==> src/rtl/fcp_pkg.sv <==
// fcp_pkg: FCP update word layout shared by the credit generator and the sink adapter.
package fcp_pkg;
   localparam int FCP_FCCL_LSB = 0;
   localparam int FCP_QLEN_LSB = 32;
   localparam int FCP_FCCR_LSB = 64;
   localparam int FCP_VC_LSB   = 96;
   localparam int FCP_STAT_W   = 32;
   localparam int FCP_VC_W     = 15;
   localparam int FCP_WORD_W   = 128;

   typedef enum logic {SCAN, SEND} fcp_state_e;

   typedef struct packed {
      logic [FCP_VC_W-1:0]   vc;
      logic [FCP_STAT_W-1:0] fccr;
      logic [FCP_STAT_W-1:0] qlen;
      logic [FCP_STAT_W-1:0] fccl;
   } fcp_upd_t;

   function automatic logic [FCP_WORD_W-1:0] fcp_pack(input fcp_upd_t u);
      logic [FCP_WORD_W-1:0] w;
      w = '0;
      w[FCP_FCCL_LSB +: FCP_STAT_W] = u.fccl;
      w[FCP_QLEN_LSB +: FCP_STAT_W] = u.qlen;
      w[FCP_FCCR_LSB +: FCP_STAT_W] = u.fccr;
      w[FCP_VC_LSB +: FCP_VC_W]     = u.vc;
      return w;
   endfunction

   function automatic fcp_upd_t fcp_unpack(input logic [FCP_WORD_W-1:0] w);
      fcp_upd_t u;
      u.fccl = w[FCP_FCCL_LSB +: FCP_STAT_W];
      u.qlen = w[FCP_QLEN_LSB +: FCP_STAT_W];
      u.fccr = w[FCP_FCCR_LSB +: FCP_STAT_W];
      u.vc   = w[FCP_VC_LSB +: FCP_VC_W];
      return u;
   endfunction
endpackage

==> src/rtl/fcp_vc_state.sv <==
// fcp_vc_state: per-VC received/occupancy counters with dirty and refresh flags,
// plus one combinational read port for the scanner.
module fcp_vc_state
   import fcp_pkg::*;
#(
   parameter int NUM_VC            = 16,
   parameter int QUEUE_INDEX_WIDTH = 15,
   parameter int STAT_WIDTH        = 32,
   parameter int BUF_LIMIT         = 1024,
   parameter int PW                = $clog2(NUM_VC)
) (
   input  logic                         clk,
   input  logic                         rst_n,
   input  logic                         enq_valid,
   input  logic [QUEUE_INDEX_WIDTH-1:0] enq_vc,
   input  logic                         deq_valid,
   input  logic [QUEUE_INDEX_WIDTH-1:0] deq_vc,
   input  logic                         refresh_all,
   input  logic                         clr,
   input  logic [PW-1:0]                idx,
   output logic [STAT_WIDTH-1:0]        rd_fccr,
   output logic [STAT_WIDTH-1:0]        rd_qlen,
   output logic                         rd_pending,
   output logic                         underflow_err
);
   localparam logic [STAT_WIDTH-1:0] LIMIT = STAT_WIDTH'(BUF_LIMIT);

   logic [STAT_WIDTH-1:0] fccr [NUM_VC];
   logic [STAT_WIDTH-1:0] qlen [NUM_VC];
   logic [NUM_VC-1:0] dirty, refresh, enq_hit, deq_hit, inc, dec, empty, clr_mask;

   // Indices >= NUM_VC never match any slot, so they are silently dropped.
   always_comb begin
      for (int v = 0; v < NUM_VC; v++) begin
         enq_hit[v] = enq_valid && enq_vc == QUEUE_INDEX_WIDTH'(v);
         deq_hit[v] = deq_valid && deq_vc == QUEUE_INDEX_WIDTH'(v);
         empty[v]   = qlen[v] == '0;
         inc[v]     = enq_hit[v] && !deq_hit[v] && qlen[v] != LIMIT;
         dec[v]     = deq_hit[v] && !enq_hit[v] && !empty[v];
      end
      clr_mask = clr ? NUM_VC'(1) << idx : '0;
   end

   always_ff @(posedge clk or negedge rst_n)
      if (!rst_n) begin
         for (int v = 0; v < NUM_VC; v++) begin
            fccr[v] <= '0;
            qlen[v] <= '0;
         end
         dirty         <= '0;
         refresh       <= '0;
         underflow_err <= 1'b0;
      end else begin
         for (int v = 0; v < NUM_VC; v++) begin
            fccr[v] <= fccr[v] + STAT_WIDTH'(enq_hit[v]);
            qlen[v] <= qlen[v] + STAT_WIDTH'(inc[v]) - STAT_WIDTH'(dec[v]);
         end
         dirty         <= (dirty & ~clr_mask) | enq_hit | dec;
         refresh       <= refresh_all ? '1 : refresh & ~clr_mask;
         underflow_err <= |(deq_hit & ~enq_hit & empty);
      end

   assign rd_fccr    = fccr[idx];
   assign rd_qlen    = qlen[idx];
   assign rd_pending = dirty[idx] | refresh[idx];
endmodule

==> src/rtl/fcp_update_gen.sv <==
// fcp_update_gen: scans per-VC credit state and emits FCP update words for
// changed or periodically refreshed VCs on an AXIS master.
module fcp_update_gen
   import fcp_pkg::*;
#(
   parameter int NUM_VC            = 16,
   parameter int QUEUE_INDEX_WIDTH = 15,
   parameter int STAT_WIDTH        = 32,
   parameter int AXIS_WIDTH        = 128,
   parameter int BUF_LIMIT         = 1024,
   parameter int REFRESH_CYCLES    = 4096
) (
   input  logic                         clk,
   input  logic                         rst_n,
   input  logic                         enable,
   input  logic                         enq_valid,
   input  logic [QUEUE_INDEX_WIDTH-1:0] enq_vc,
   input  logic                         deq_valid,
   input  logic [QUEUE_INDEX_WIDTH-1:0] deq_vc,
   output logic [AXIS_WIDTH-1:0]        m_axis_fcp_tdata,
   output logic                         m_axis_fcp_tvalid,
   input  logic                         m_axis_fcp_tready,
   output logic                         underflow_err
);
   localparam int PW = $clog2(NUM_VC);
   localparam int TW = $clog2(REFRESH_CYCLES);

   fcp_state_e state, state_nxt;
   logic [PW-1:0] ptr;
   logic [TW-1:0] timer;
   logic refresh_all, pending, load;
   logic [STAT_WIDTH-1:0] rd_fccr, rd_qlen;
   fcp_upd_t upd;

   assign refresh_all = timer == TW'(REFRESH_CYCLES - 1);

   fcp_vc_state #(
      .NUM_VC(NUM_VC), .QUEUE_INDEX_WIDTH(QUEUE_INDEX_WIDTH),
      .STAT_WIDTH(STAT_WIDTH), .BUF_LIMIT(BUF_LIMIT), .PW(PW)
   ) u_state (
      .clk(clk), .rst_n(rst_n),
      .enq_valid(enq_valid), .enq_vc(enq_vc),
      .deq_valid(deq_valid), .deq_vc(deq_vc),
      .refresh_all(refresh_all), .clr(load), .idx(ptr),
      .rd_fccr(rd_fccr), .rd_qlen(rd_qlen), .rd_pending(pending),
      .underflow_err(underflow_err)
   );

   always_ff @(posedge clk or negedge rst_n)
      if (!rst_n) state <= SCAN;
      else state <= state_nxt;

   always_comb
      state_nxt = state == SCAN ? (load ? SEND : SCAN) : (m_axis_fcp_tready ? SCAN : SEND);

   // Snapshot uses the pre-update registered values; a same-cycle event re-dirties the VC.
   always_comb begin
      load     = state == SCAN && enable && pending;
      upd.vc   = FCP_VC_W'(ptr);
      upd.fccr = FCP_STAT_W'(rd_fccr);
      upd.qlen = FCP_STAT_W'(rd_qlen);
      upd.fccl = FCP_STAT_W'(rd_fccr + (STAT_WIDTH'(BUF_LIMIT) - rd_qlen));
   end

   always_ff @(posedge clk or negedge rst_n)
      if (!rst_n) begin
         timer             <= '0;
         ptr               <= '0;
         m_axis_fcp_tdata  <= '0;
         m_axis_fcp_tvalid <= 1'b0;
      end else begin
         timer <= refresh_all ? '0 : timer + 1'b1;
         if (state == SCAN && enable) ptr <= ptr + 1'b1;
         if (load) m_axis_fcp_tdata <= AXIS_WIDTH'(fcp_pack(upd));
         if (load) m_axis_fcp_tvalid <= 1'b1;
         else if (m_axis_fcp_tready) m_axis_fcp_tvalid <= 1'b0;
      end
endmodule

==> config.mk <==
export PLATFORM = sky130hd
export DESIGN_NAME = fcp_update_gen
export DESIGN_NICKNAME = d
export VERILOG_FILES = /design/src/rtl/fcp_pkg.sv /design/src/rtl/fcp_vc_state.sv /design/src/rtl/fcp_update_gen.sv
export SDC_FILE = /design/constraint.sdc
export NUM_CORES = 2
export LEC_CHECK = 0
export ABC_AREA = 1
export ABC_CLOCK_PERIOD_IN_PS = 5900
export BUFFER_PORTS_ARGS = -buffer_cell sky130_fd_sc_hd__buf_2
export CORE_MARGIN = 10
export CORE_UTILIZATION = 45
export CTS_CLUSTER_DIAMETER = 60
export DETAILED_ROUTE_END_ITERATION = 6
export PLACE_DENSITY = 0.67
export SETUP_SLACK_MARGIN = 0.4
export SLEW_MARGIN = 20
export SYNTH_ARGS = -nofsm -noshare
export SYNTH_HDL_FRONTEND = slang
export SYNTH_HIERARCHICAL = 1
export SYNTH_SLANG_ARGS = --single-unit
export TNS_END_PERCENT = 1
==> constraint.sdc <==
create_clock -name clk -period 5.9 [get_ports clk]
set_input_delay 0.59 -clock clk [delete_from_list [all_inputs] [get_ports clk]]
set_output_delay 0.59 -clock clk [all_outputs]
set_load 0.03 [all_outputs]
==> qor.csv <==
stage,metric,value,unit
outcome,status,finished with violations,
outcome,failing checks,design-rule violations,
critical_path,crit path cell chain,"inv_1, nand2_4, buf_12, buf_4, o22ai_1, o31ai_1, o21ai_0, inv_1, ha_1, ha_1, nand2_2, inv_2, nand2_1, inv_1, a21oi_1, nand2_2, nand2_1, nand3_1, nand3_1, nand2_1",
global_route,first-pass GRT wire length,480,mm
critical_path,CP Launch Type,register,
global_route,vias in the first global route,80300,
die,I/O Pins,166,
die,Starting Density,45.3,%
critical_path,CP max stage delay,0.71,ns
critical_path,R2R cell count,20,
logic_synthesis,"Cell Area, Synth",90500,sq um
cells_and_area,layout cells sized above 1,5.32,%
sta,Final Max Slew Viols,0,
cells_and_area,nets,13700,
cts,CTS Hold Buffers Added,2,
critical_path,cell family with the largest share of critical-path delay,buffers and inverters,
critical_path,required time worst endpoint,6.62,ns
cts,CTS Buffer Depth,3,
route,WL per Instance,20.4,um
logic_synthesis,ys async rst share,100,%
sta,Layout Skew,0.0886,ns
flow_run,# Max-Cap Violations,0,
logic_synthesis,"Seq/Total Area, Yosys",32.5,%
die,die height,468,um
logic_synthesis,yosys warns,6,
critical_path,worst path buffer plus inverter count,6,
sta,min cycle time layout,5.18,ns
sta,final hold vios,0,
cts,CTS H-tree depth,4,
critical_path,Worst Setup SP,ptr[1]$_DFFE_PN0P_,
place,PortBufs,137,
route,DRT Pass-1 Iters,7,
route,Post-Route WL,318,mm
logic_synthesis,syn_area_per_cell,7.19,sq um
cts,CTS tree,built,
critical_path,critical path class,register to register,
critical_path,worst r2r src,ptr[1]$_DFFE_PN0P_,
sta,# setup viols final,0,
die,num rows,164,
cts,clk slew on worst S/H paths,0.06,ns
critical_path,CP Max Fanout,34,
sta,fin worst setup slack,0.715,ns
cts,CTS sink cnt,1175,
place,detailed placement HPWL,257,mm
place,Final Wtd Congestion,1.03,
critical_path,Critical Path AT,5.91,ns
logic_synthesis,Netlist cell types,62,
cts,TritonCTS Buffers,159,
critical_path,Critical Path Slowest Stage Cell,dfrtp_1,
sta,Max-slew headroom,20.8,%
cts,setup bufs post-CTS,0,
min_path,Hold Path Class,input pin to register,
logic_synthesis,Syn Inst Count,12600,
sta,setup TNS,0,ns
place,"worst slack, placed",0.876,ns
sta,RSZ-0062 raised after global routing,false,
cts,CTS root buf,clkbuf_16,
critical_path,critical path depth,20,
sta,fmax,0.193,GHz
min_path,Hold Path Cell Cnt,4,
die,DIE AREA,219000,sq um
cts,PostCTS Resize Cnt,0,
logic_synthesis,top_reg_cell synth,dfrtp_1,
cells_and_area,fillcell total,19900,
cells_and_area,Layout area overhead,11.0,%
route,drt drc,4,
route,DR iter-0 viols,9256,
critical_path,Setup crit end kind,register,
global_route,GR Util All Layers,28.1,%
route,vias per cell,5.46,
cts,worst skew pair latency,0.86,ns
route,Detail Route Antenna Nets,0,
global_route,largest net degree at the start of global routing,150,
min_path,worst hold start,enq_vc[1],
route,via count,85200,
global_route,initial antenna violation count,18,
die,core area,200000,sq um
global_route,total congestion overflow,0,
sta,final worst-path cycle share,87.9,%
logic_synthesis,Post-synth EDFFs,0,
logic_synthesis,Synth Register Bits,1175,
die,die width,468,um
sta,Worst-Margin Slew,1.18,ns
-- cell usage in the layout (no fill, tap or decap), types with 17 or more instances in the layout --
| cell | instances |
|---|---|
| a21o_1 | 45 |
| a21oi_1 | 631 |
| a22oi_1 | 89 |
| a31oi_1 | 19 |
| buf_12 | 21 |
| buf_2 | 136 |
| buf_4 | 79 |
| clkbuf_1 | 23 |
| clkbuf_16 | 159 |
| clkbuf_8 | 31 |
| clkinv_2 | 25 |
| conb_1 | 28 |
| dfrtp_1 | 1173 |
| fa_1 | 17 |
| ha_1 | 847 |
| inv_1 | 2205 |
| nand2_1 | 2992 |
| nand2_2 | 36 |
| nand3_1 | 733 |
| nand3_2 | 24 |
| nand3b_1 | 26 |
| nand4_1 | 212 |
| nor2_1 | 1089 |
| nor2_2 | 48 |
| nor2_4 | 25 |
| nor3_1 | 297 |
| nor4_1 | 43 |
| o21a_1 | 19 |
| o21ai_0 | 444 |
| o21bai_1 | 76 |
| o221ai_1 | 29 |
| o22ai_1 | 305 |
| o31ai_1 | 56 |
| xnor2_1 | 92 |
| xor2_1 | 650 |
-- cell usage after synthesis (all sizes together) (2+ instances only) --
cell type | count | share of area, %
a211o | 7 | 0.068
a211oi | 7 | 0.058
a21boi | 8 | 0.066
a21o | 45 | 0.37
a21oi | 633 | 3.5
a221oi | 7 | 0.068
a22oi | 89 | 0.74
a311o | 7 | 0.077
a31oi | 19 | 0.13
a41oi | 13 | 0.13
and2 | 2 | 0.014
and3 | 4 | 0.028
buf | 132 | 0.80
clkbuf | 76 | 0.32
dfrtp | 1175 | 32
fa | 17 | 0.38
ha | 847 | 12
inv | 2214 | 9.2
nand2 | 3033 | 13
nand3 | 758 | 4.3
nand3b | 26 | 0.22
nand4 | 214 | 1.5
nor2 | 1162 | 5.2
nor3 | 307 | 1.8
nor3b | 2 | 0.022
nor4 | 49 | 0.39
o2111ai | 15 | 0.15
o211ai | 12 | 0.10
o21a | 19 | 0.16
o21ai | 451 | 2.5
o21bai | 78 | 0.66
o221ai | 29 | 0.28
o22ai | 305 | 2.1
o2bb2ai | 4 | 0.039
o311ai | 13 | 0.13
o31ai | 57 | 0.47
or2 | 2 | 0.014
xnor2 | 92 | 0.89
xor2 | 650 | 6.3
-- cell families (layout without fill, tap and decap cells) --
group                      count (synthesis)  after routing  share of synthesized area, %
buffers and inverters                   2423           2749                          10.3
xor gates and xnor gates                 742            742                          7.18
other                                      1             40                       0.00414
AOI/OAI and AO/OA                       1820           1820                          11.8
DFF                                     1175           1175                          32.5
adders and majority gates                864            864                          12.1
and+or+nand+nor                         5559           5559                          26.1
-- registers in the layout (all words and copies together), names as in the netlist --
register,count
m_axis_fcp_tdata,100
m_axis_fcp_tvalid,1
ptr,4
state,1
timer,12
u_state/dirty,16
u_state/fccr,512
u_state/qlen,512
u_state/refresh,16
u_state/underflow_err,1
-- metrics by stage --
| stage | cell area [sq um] | instances | hold WS [ns] | utilization (%) |
|---|---|---|---|---|
| global placement | 94700 | 15300 | 0.448 | 47.4 |
| finish | 100000 | 15600 | 0.274 | 50.2 |
| CTS | 100000 | 15600 | 0.213 | 50.2 |
| global route | 100000 | 15600 | 0.285 | 50.2 |
| detailed placement | 94700 | 15300 | 0.456 | 47.4 |
| floorplan | 90600 | 12600 | 0.294 | - |
-- path summary, 6_finish.rpt --
path / endpoint / slack (ns)
hold / removal: u_state/dirty[13]$_DFF_PN0_ / 0.27
min in group asynchronous: u_state/qlen[93]$_DFF_PN0_ / 0.35
setup reg to reg: m_axis_fcp_tdata[31]$_DFFE_PN0P_ / 0.72
max in group asynchronous: u_state/qlen[380]$_DFF_PN0_ / 3.97
hold reg to reg: u_state/fccr[272]$_DFF_PN0_ / 0.46
setup / recovery: m_axis_fcp_tdata[31]$_DFFE_PN0P_ / 0.72
-- worst register-to-register path: stages (launching register included) --
cell     delay (ns)
dfrtp_1        0.71
inv_1          0.22
nand2_4        0.44
buf_12         0.31
buf_4          0.33
o22ai_1        0.16
o31ai_1        0.47
o21ai_0        0.37
inv_1          0.30
ha_1           0.28
ha_1           0.42
nand2_2        0.16
inv_2          0.05
nand2_1        0.10
inv_1          0.11
a21oi_1        0.18
nand2_2        0.13
nand2_1        0.12
nand3_1        0.07
nand3_1        0.10
nand2_1        0.06
-- metal layers --
| layer | track usage, % | wire, um | vias to the layer above |
|---|---|---|---|
| met5 | 0 | 41 | - |
| met3 | 4.49 | 25200 | 620 |
| li1 | - | - | 41100 |
| met4 | 13.4 | 17200 | 6 |
| met1 | 38.9 | 139000 | 40200 |
| met2 | 43.0 | 137000 | 3290 |
-- layout make-up --
class / instances / area, sq um / area share, %
Inverter: 2215 / 8320 / 8.29
Tap cell: 2656 / 3320 / 3.31
Clock inverter: 83 / 1190 / 1.18
Clock buffer: 213 / 4490 / 4.47
Multi-Input combinational cell: 9013 / 51900 / 51.7
Timing Repair Buffer: 238 / 1710 / 1.71
Antenna cell: 12 / 30.0 / 0.0299
Sequential cell: 1175 / 29400 / 29.3
Power is left out: the tool's default activity adds up to more than one toggle a clock period on the data nets, which glitch-free logic cannot reach.
